[src/rtl/ctrl_pipe_n.sv]
// Control-word pipeline from decode through NUM_STAGES registers.
// Tracks valid bits, resolves branches/jumps in one stage, counts retirements.
module ctrl_pipe_n #(
    parameter int CTRL_W        = 16,
    parameter int NUM_STAGES    = 3,
    parameter int RESOLVE_STAGE = 0,
    parameter int CNT_W         = 32,
    localparam int IW           = $clog2(NUM_STAGES + 1)
) (
    input  logic                         clk,
    input  logic                         rst,
    input  logic                         valid_d,
    input  logic [CTRL_W-1:0]            ctrl_d,
    input  logic                         branch_d,
    input  logic                         jump_d,
    input  logic                         zero_i,
    input  logic [NUM_STAGES-1:0]        stall_i,
    input  logic [NUM_STAGES-1:0]        flush_i,
    output logic [NUM_STAGES*CTRL_W-1:0] ctrl_o,
    output logic [NUM_STAGES-1:0]        valid_o,
    output logic                         pc_src_o,
    output logic [CNT_W-1:0]             instret_o,
    output logic [IW-1:0]                inflight_o
);

    localparam int N = NUM_STAGES;
    localparam int R = RESOLVE_STAGE;

    logic [N-1:0]      r_valid;
    logic [N-1:0]      r_br;
    logic [N-1:0]      r_jp;
    logic [CTRL_W-1:0] r_ctrl [N];
    logic [CNT_W-1:0]  r_instret;

    logic [N-1:0]      w_up_v;
    logic [N-1:0]      w_up_b;
    logic [N-1:0]      w_up_j;
    logic [N-1:0]      w_up_st;
    logic [CTRL_W-1:0] w_up_c [N];
    logic              w_pc_src;
    logic              w_retire;

    // Upstream source of each register: decode for 0, previous register otherwise
    always_comb begin
        w_up_v[0]  = valid_d;
        w_up_b[0]  = branch_d;
        w_up_j[0]  = jump_d;
        w_up_c[0]  = ctrl_d;
        w_up_st[0] = 1'b0;
        for (int k = 1; k < N; k++) begin
            w_up_v[k]  = r_valid[k-1];
            w_up_b[k]  = r_br[k-1];
            w_up_j[k]  = r_jp[k-1];
            w_up_c[k]  = r_ctrl[k-1];
            w_up_st[k] = stall_i[k-1];
        end
    end

    assign w_pc_src = r_valid[R] & ~stall_i[R]
                    & ((r_br[R] & zero_i) | r_jp[R]);
    assign w_retire = r_valid[N-1] & ~stall_i[N-1];

    always_ff @(posedge clk) begin
        if (!rst) begin
            r_valid   <= '0;
            r_br      <= '0;
            r_jp      <= '0;
            r_instret <= '0;
            for (int k = 0; k < N; k++) r_ctrl[k] <= '0;
        end else begin
            if (w_retire) r_instret <= r_instret + CNT_W'(1);
            for (int k = 0; k < N; k++) begin
                if (flush_i[k] || (w_pc_src && k <= R) || (!stall_i[k] && w_up_st[k])) begin
                    r_valid[k] <= 1'b0;
                    r_br[k]    <= 1'b0;
                    r_jp[k]    <= 1'b0;
                    r_ctrl[k]  <= '0;
                end else if (!stall_i[k]) begin
                    r_valid[k] <= w_up_v[k];
                    r_br[k]    <= w_up_b[k];
                    r_jp[k]    <= w_up_j[k];
                    r_ctrl[k]  <= w_up_c[k];
                end
            end
        end
    end

    always_comb begin
        ctrl_o     = '0;
        inflight_o = '0;
        for (int k = 0; k < N; k++) begin
            ctrl_o[k*CTRL_W +: CTRL_W] = r_ctrl[k];
            inflight_o = inflight_o + IW'(r_valid[k]);
        end
    end

    assign valid_o   = r_valid;
    assign pc_src_o  = w_pc_src;
    assign instret_o = r_instret;

endmodule
[config.mk]
export PLATFORM = sky130hd
export DESIGN_NAME = ctrl_pipe_n
export DESIGN_NICKNAME = d
export VERILOG_FILES = /design/src/rtl/ctrl_pipe_n.sv
export SDC_FILE = /design/constraint.sdc
export NUM_CORES = 1
export LEC_CHECK = 0
export CAP_MARGIN = 20
export CORE_ASPECT_RATIO = 0.6
export CORE_MARGIN = 3
export CORE_UTILIZATION = 40
export DETAILED_ROUTE_END_ITERATION = 8
export GPL_TIMING_DRIVEN = 0
export PLACE_DENSITY = 0.81
export REMOVE_ABC_BUFFERS = 1
export SLEW_MARGIN = 10
export SYNTH_ARGS = -nofsm -noshare
export SYNTH_HDL_FRONTEND = slang
export SYNTH_SLANG_ARGS = --single-unit
[constraint.sdc]
create_clock -name clk -period 3.1 [get_ports clk]
set_clock_uncertainty 0.2 [all_clocks]
set_input_delay 0.93 -clock clk [delete_from_list [all_inputs] [get_ports clk]]
set_output_delay 0.93 -clock clk [all_outputs]
set_load 0.005 [all_outputs]
==> impl.org <==
** CTS
- The tree is rooted in a clkbuf_16.
- The H-tree was split into 3 levels.
- CTS saw 85 sinks.
- For the worst-skew pair, the clock arrives at the later sink with an insertion delay of 0.33 ns.
- Post-CTS Repair Setup Buffers :: 0
- Buffers inserted to repair hold after CTS numbered 0.
- Count of cells resized by post-cts repair :: 9
- Number of buffers on the longest clock path :: 2
- Clock-pin slew was measured on the worst setup and hold paths at 0.06 ns.
- Buffers inserted during clock tree synthesis total 9.
- CTS tree :: built

** Global routing
- The number of global-route vias before repair is 2833.
- Initial antenna violation count :: 0
- For this run, the total global-route usage over all layers was measured as 0.194.
- Entering global routing, the biggest net connects 24 pins.
- After global routing the overflow that remains totals 0.
- The first global-routing pass estimated between 15 and 20 mm of wire.

** Floorplan
- DIE AREA :: 10300 um^2
- The die is roughly 130 um wide.
- In this run the core area contains 26 standard-cell rows.
- approximately 110 I/O pins were placed.
- The initial utilization of the core area, before any placement, comes to 0.418.
- The die is approximately 80 um tall.
- The region available for standard cell placement spans between 8000 and 9000 um^2.

** Synth
- Yosys printed 0 warnings.
- Synthesized-area fraction occupied by and/or/nand/nor cells :: 0.255
- Share of async-settable or async-resettable flops after synthesis :: 0
- Commonest register cell after synthesis :: edfxtp_1
- Distinct cells, synth :: 39
- Synth Area in XOR/XNOR :: 0.0194
- Of the total synthesized cell area, the portion taken by full adders, half adders and majority gates is 0.00899.
- Dividing the synthesized area by the synthesized cell count gives approximately 12 um^2.
- The portion of synthesized area spent on multiplexers is 0.0249.
- Synthesis-stage register bit count :: 85
- Synthesis produced a netlist whose cell count is approximately 310.
- Cell Area, Synth :: 3620 um^2
- The share of the Yosys chip area taken by registers is 0.603.
- After synthesis, the largest family of logic cells by area is simple AND/OR/NAND/NOR gates.
- In this run, synthesis inferred 48 flip-flops with an integrated enable.
- Area fraction in compound gates after synthesis :: 0.0684

** Place
- Half-perimeter wire length after placement :: 7.21 mm
- Before CTS, the worst setup slack after placement is -0.777 ns.
- Routability-driven placement finished with a final weighted congestion of ~0.86.
- I/O Buffers :: around 110

** Hold path
- For hold timing, the worst endpoint is instret_o[31].
- The worst hold path was traced through 2 stages.
- Hold path start :: instret_o[31]
- Worst hold path class :: reg -> reg

** Critical path
- Cell at the slowest stage of the critical path :: clkdlybuf4s50_1
- Kind of end point of the critical path :: output pin
- Endpoint required time on the critical path :: around 2.0 ns
- Critical Path Max Stage Delay :: around 0.4 ns
- Depth of the most critical reg-to-reg path :: 4
- By startpoint and endpoint, the worst setup path is classified as in -> out.
- The most critical setup path has its startpoint at zero_i.
- The worst setup path is launched from an input port.
- Ordered list of cells on the worst path :: clkdlybuf4s50_1, a21oi_1, nor2_1, dlygate4sd2_1
- Data arrives at the worst endpoint at around 1.8 ns.
- Startpoint of the lowest-slack register-to-register path :: instret_o[6]
- Internal reg-to-reg setup slack :: 0.80 ns
- Worst-path maximum fanout :: 2
- Endpoint of the worst register-to-register path :: instret_o[20]

** Power
- Pwr Density :: about 490 nW/um^2
- Maximum vdd drop :: roughly 0.37 mV
- In this run the static leakage power is 1.87 nW.
- PnR Total Power :: ~2.5 mW

** Drt
- First-iteration detailed-routing DRC count :: 170
- Total number of vias :: 2852
- Dividing the detail-routed wire length by the instance count gives 17.5 um.
- After detailed routing, the number of vias per cell comes to 5.23.
- After detailed routing, the number of remaining DRC violations is 0.
- The final layout contains routed wiring with a total length of around 9.6 mm.
- The detail route stage leaves a number of antenna-violating nets equal to 0.
- The first TritonRoute pass finished after 4 iterations.

** Cells and area
- Final nets :: 458
- The library cell used most frequently in the layout, excluding fill and tap cells, is clkdlybuf4s50_1.
- Most frequent cells in the layout :: 110 x clkdlybuf4s50_1, 52 x and2_1, 48 x edfxtp_1
- Measured on the finished design, the core utilization comes to 0.601.
- # diodes :: 0
- In the final layout, the share of cells above drive strength 1 is 0.0624.
- Relative to the synthesized area, the layout overhead comes to 43.6%.

** STA
- Of the available clock period, the critical path in the final layout requires 0.956.
- The worst path in the final design needs a cycle of around 3.0 ns, including I/O delays and setup.
- Hold violation total from the final report :: 0
- Worst path setup slack after routing :: 0.136 ns
- Max_slew headroom :: 0.433
- Number of endpoints failing setup at the final stage :: 0
- Transition time of the tightest slew-check pin :: between 0.8 and 0.9 ns
- Achievable clock frequency :: 337 MHz
- Final Max Slew Viols :: 0
- Unrepaired setup endpoints after global routing :: no

** Job
- Across the run, the number of max-cap violations was 0.

** Status
- Result of the run :: completed
state kept, by name, summed over array words and instances (netlist names):
register / count
instret_o: 32
r_br: 1
r_ctrl: 48
r_jp: 1
valid_o: 3
Yosys cell counts (2+ instances only):
| library cell | instances | area [um^2] |
|---|---|---|
| clkbuf_1 | 7 | 26.3 |
| and3_1 | 2 | 12.5 |
| o311ai_0 | 3 | 26.3 |
| a21oi_1 | 17 | 85.1 |
| nand4_1 | 8 | 50.1 |
| mux2i_1 | 9 | 90.1 |
| nand2b_1 | 10 | 62.6 |
| or3_1 | 5 | 31.3 |
| nand3b_1 | 2 | 15.0 |
| dfxtp_1 | 37 | 741 |
| edfxtp_1 | 48 | 1440 |
| o41ai_1 | 3 | 26.3 |
| xor2_1 | 5 | 43.8 |
| o21ai_0 | 6 | 30.0 |
| nand2_1 | 20 | 75.1 |
| xnor2_1 | 3 | 26.3 |
| inv_1 | 5 | 18.8 |
| nand3_1 | 8 | 40.0 |
| o31ai_1 | 10 | 75.1 |
| or4_1 | 10 | 75.1 |
| nor2b_1 | 2 | 12.5 |
| nor4_1 | 6 | 37.5 |
| and2_1 | 52 | 325 |
| nor2_1 | 15 | 56.3 |
| and4_1 | 6 | 52.6 |
where the power goes:
part | total (mW) | leakage (nW) | internal (mW) | switching (mW)
logic | 0.149 | 0.859 | 0.0903 | 0.0583
registers | 1.24 | 0.855 | 1.22 | 0.0163
clock network | 1.14 | 0.161 | 0.727 | 0.412
total | 2.52 | 1.87 | 2.04 | 0.487
routing by layer:
metal,vias up,share of wire,track usage,wire [um]
li1,1371,-,-,-
met1,1380,0.45,0.262,4290
met2,92,0.47,0.310,4530
met3,9,0.065,0.0481,622
met4,0,0.012,0.0545,116
met5,-,0,0,0
cell families after synthesis:
family                     after synthesis
adders and majority gates                2
buffers and inverters                   16
AOI/OAI and AO/OA                       40
xor gates and xnor gates                 8
and+or+nand+nor                        153
muxes                                    9
DFF                                     85
layout make-up:
type                            count  area [um^2]
Clock inverter                      2         36.3
Multi-Input combinational cell    212         1380
Timing Repair inverter              1         5.00
Tap cell                          112          140
Sequential cell                    85         2180
Inverter                            5         22.5
Timing Repair Buffer              114         1140
Fill cell                         719         3460
Clock buffer                       14          288
how the worst max path moves through the flow:
stage / slack, ns / endpoint / depth (start not counted)
after floorplan: 0.46 / r_ctrl[2][0] / 3
after global placement: -1.71 / r_ctrl[2][3] / 4
after detailed placement: -0.78 / r_ctrl[2][10] / 5
after CTS: 0.13 / pc_src_o / 4
after global routing: 0.06 / pc_src_o / 4
final: 0.14 / pc_src_o / 4
through the flow:
stage	cell area [um^2]	setup TNS (ns)	hold WS, ns	instances
2_1_floorplan	3570	0	0.259	302
3_3_place_gp	4840	-57.24	0.253	527
3_5_place_dp	4860	-39.46	0.276	528
4_1_cts	5200	0	0.289	545
5_1_grt	5200	0	0.306	545
6_report	5200	0	0.282	545
critical path: cells and delay by family:
kind                   cells  cell delay [ns]
buffers and inverters      2             0.66
AND/OR/NAND/NOR            1             0.06
AO/OA/AOI/OAI              1             0.18
(Power assumes the default switching activity.)
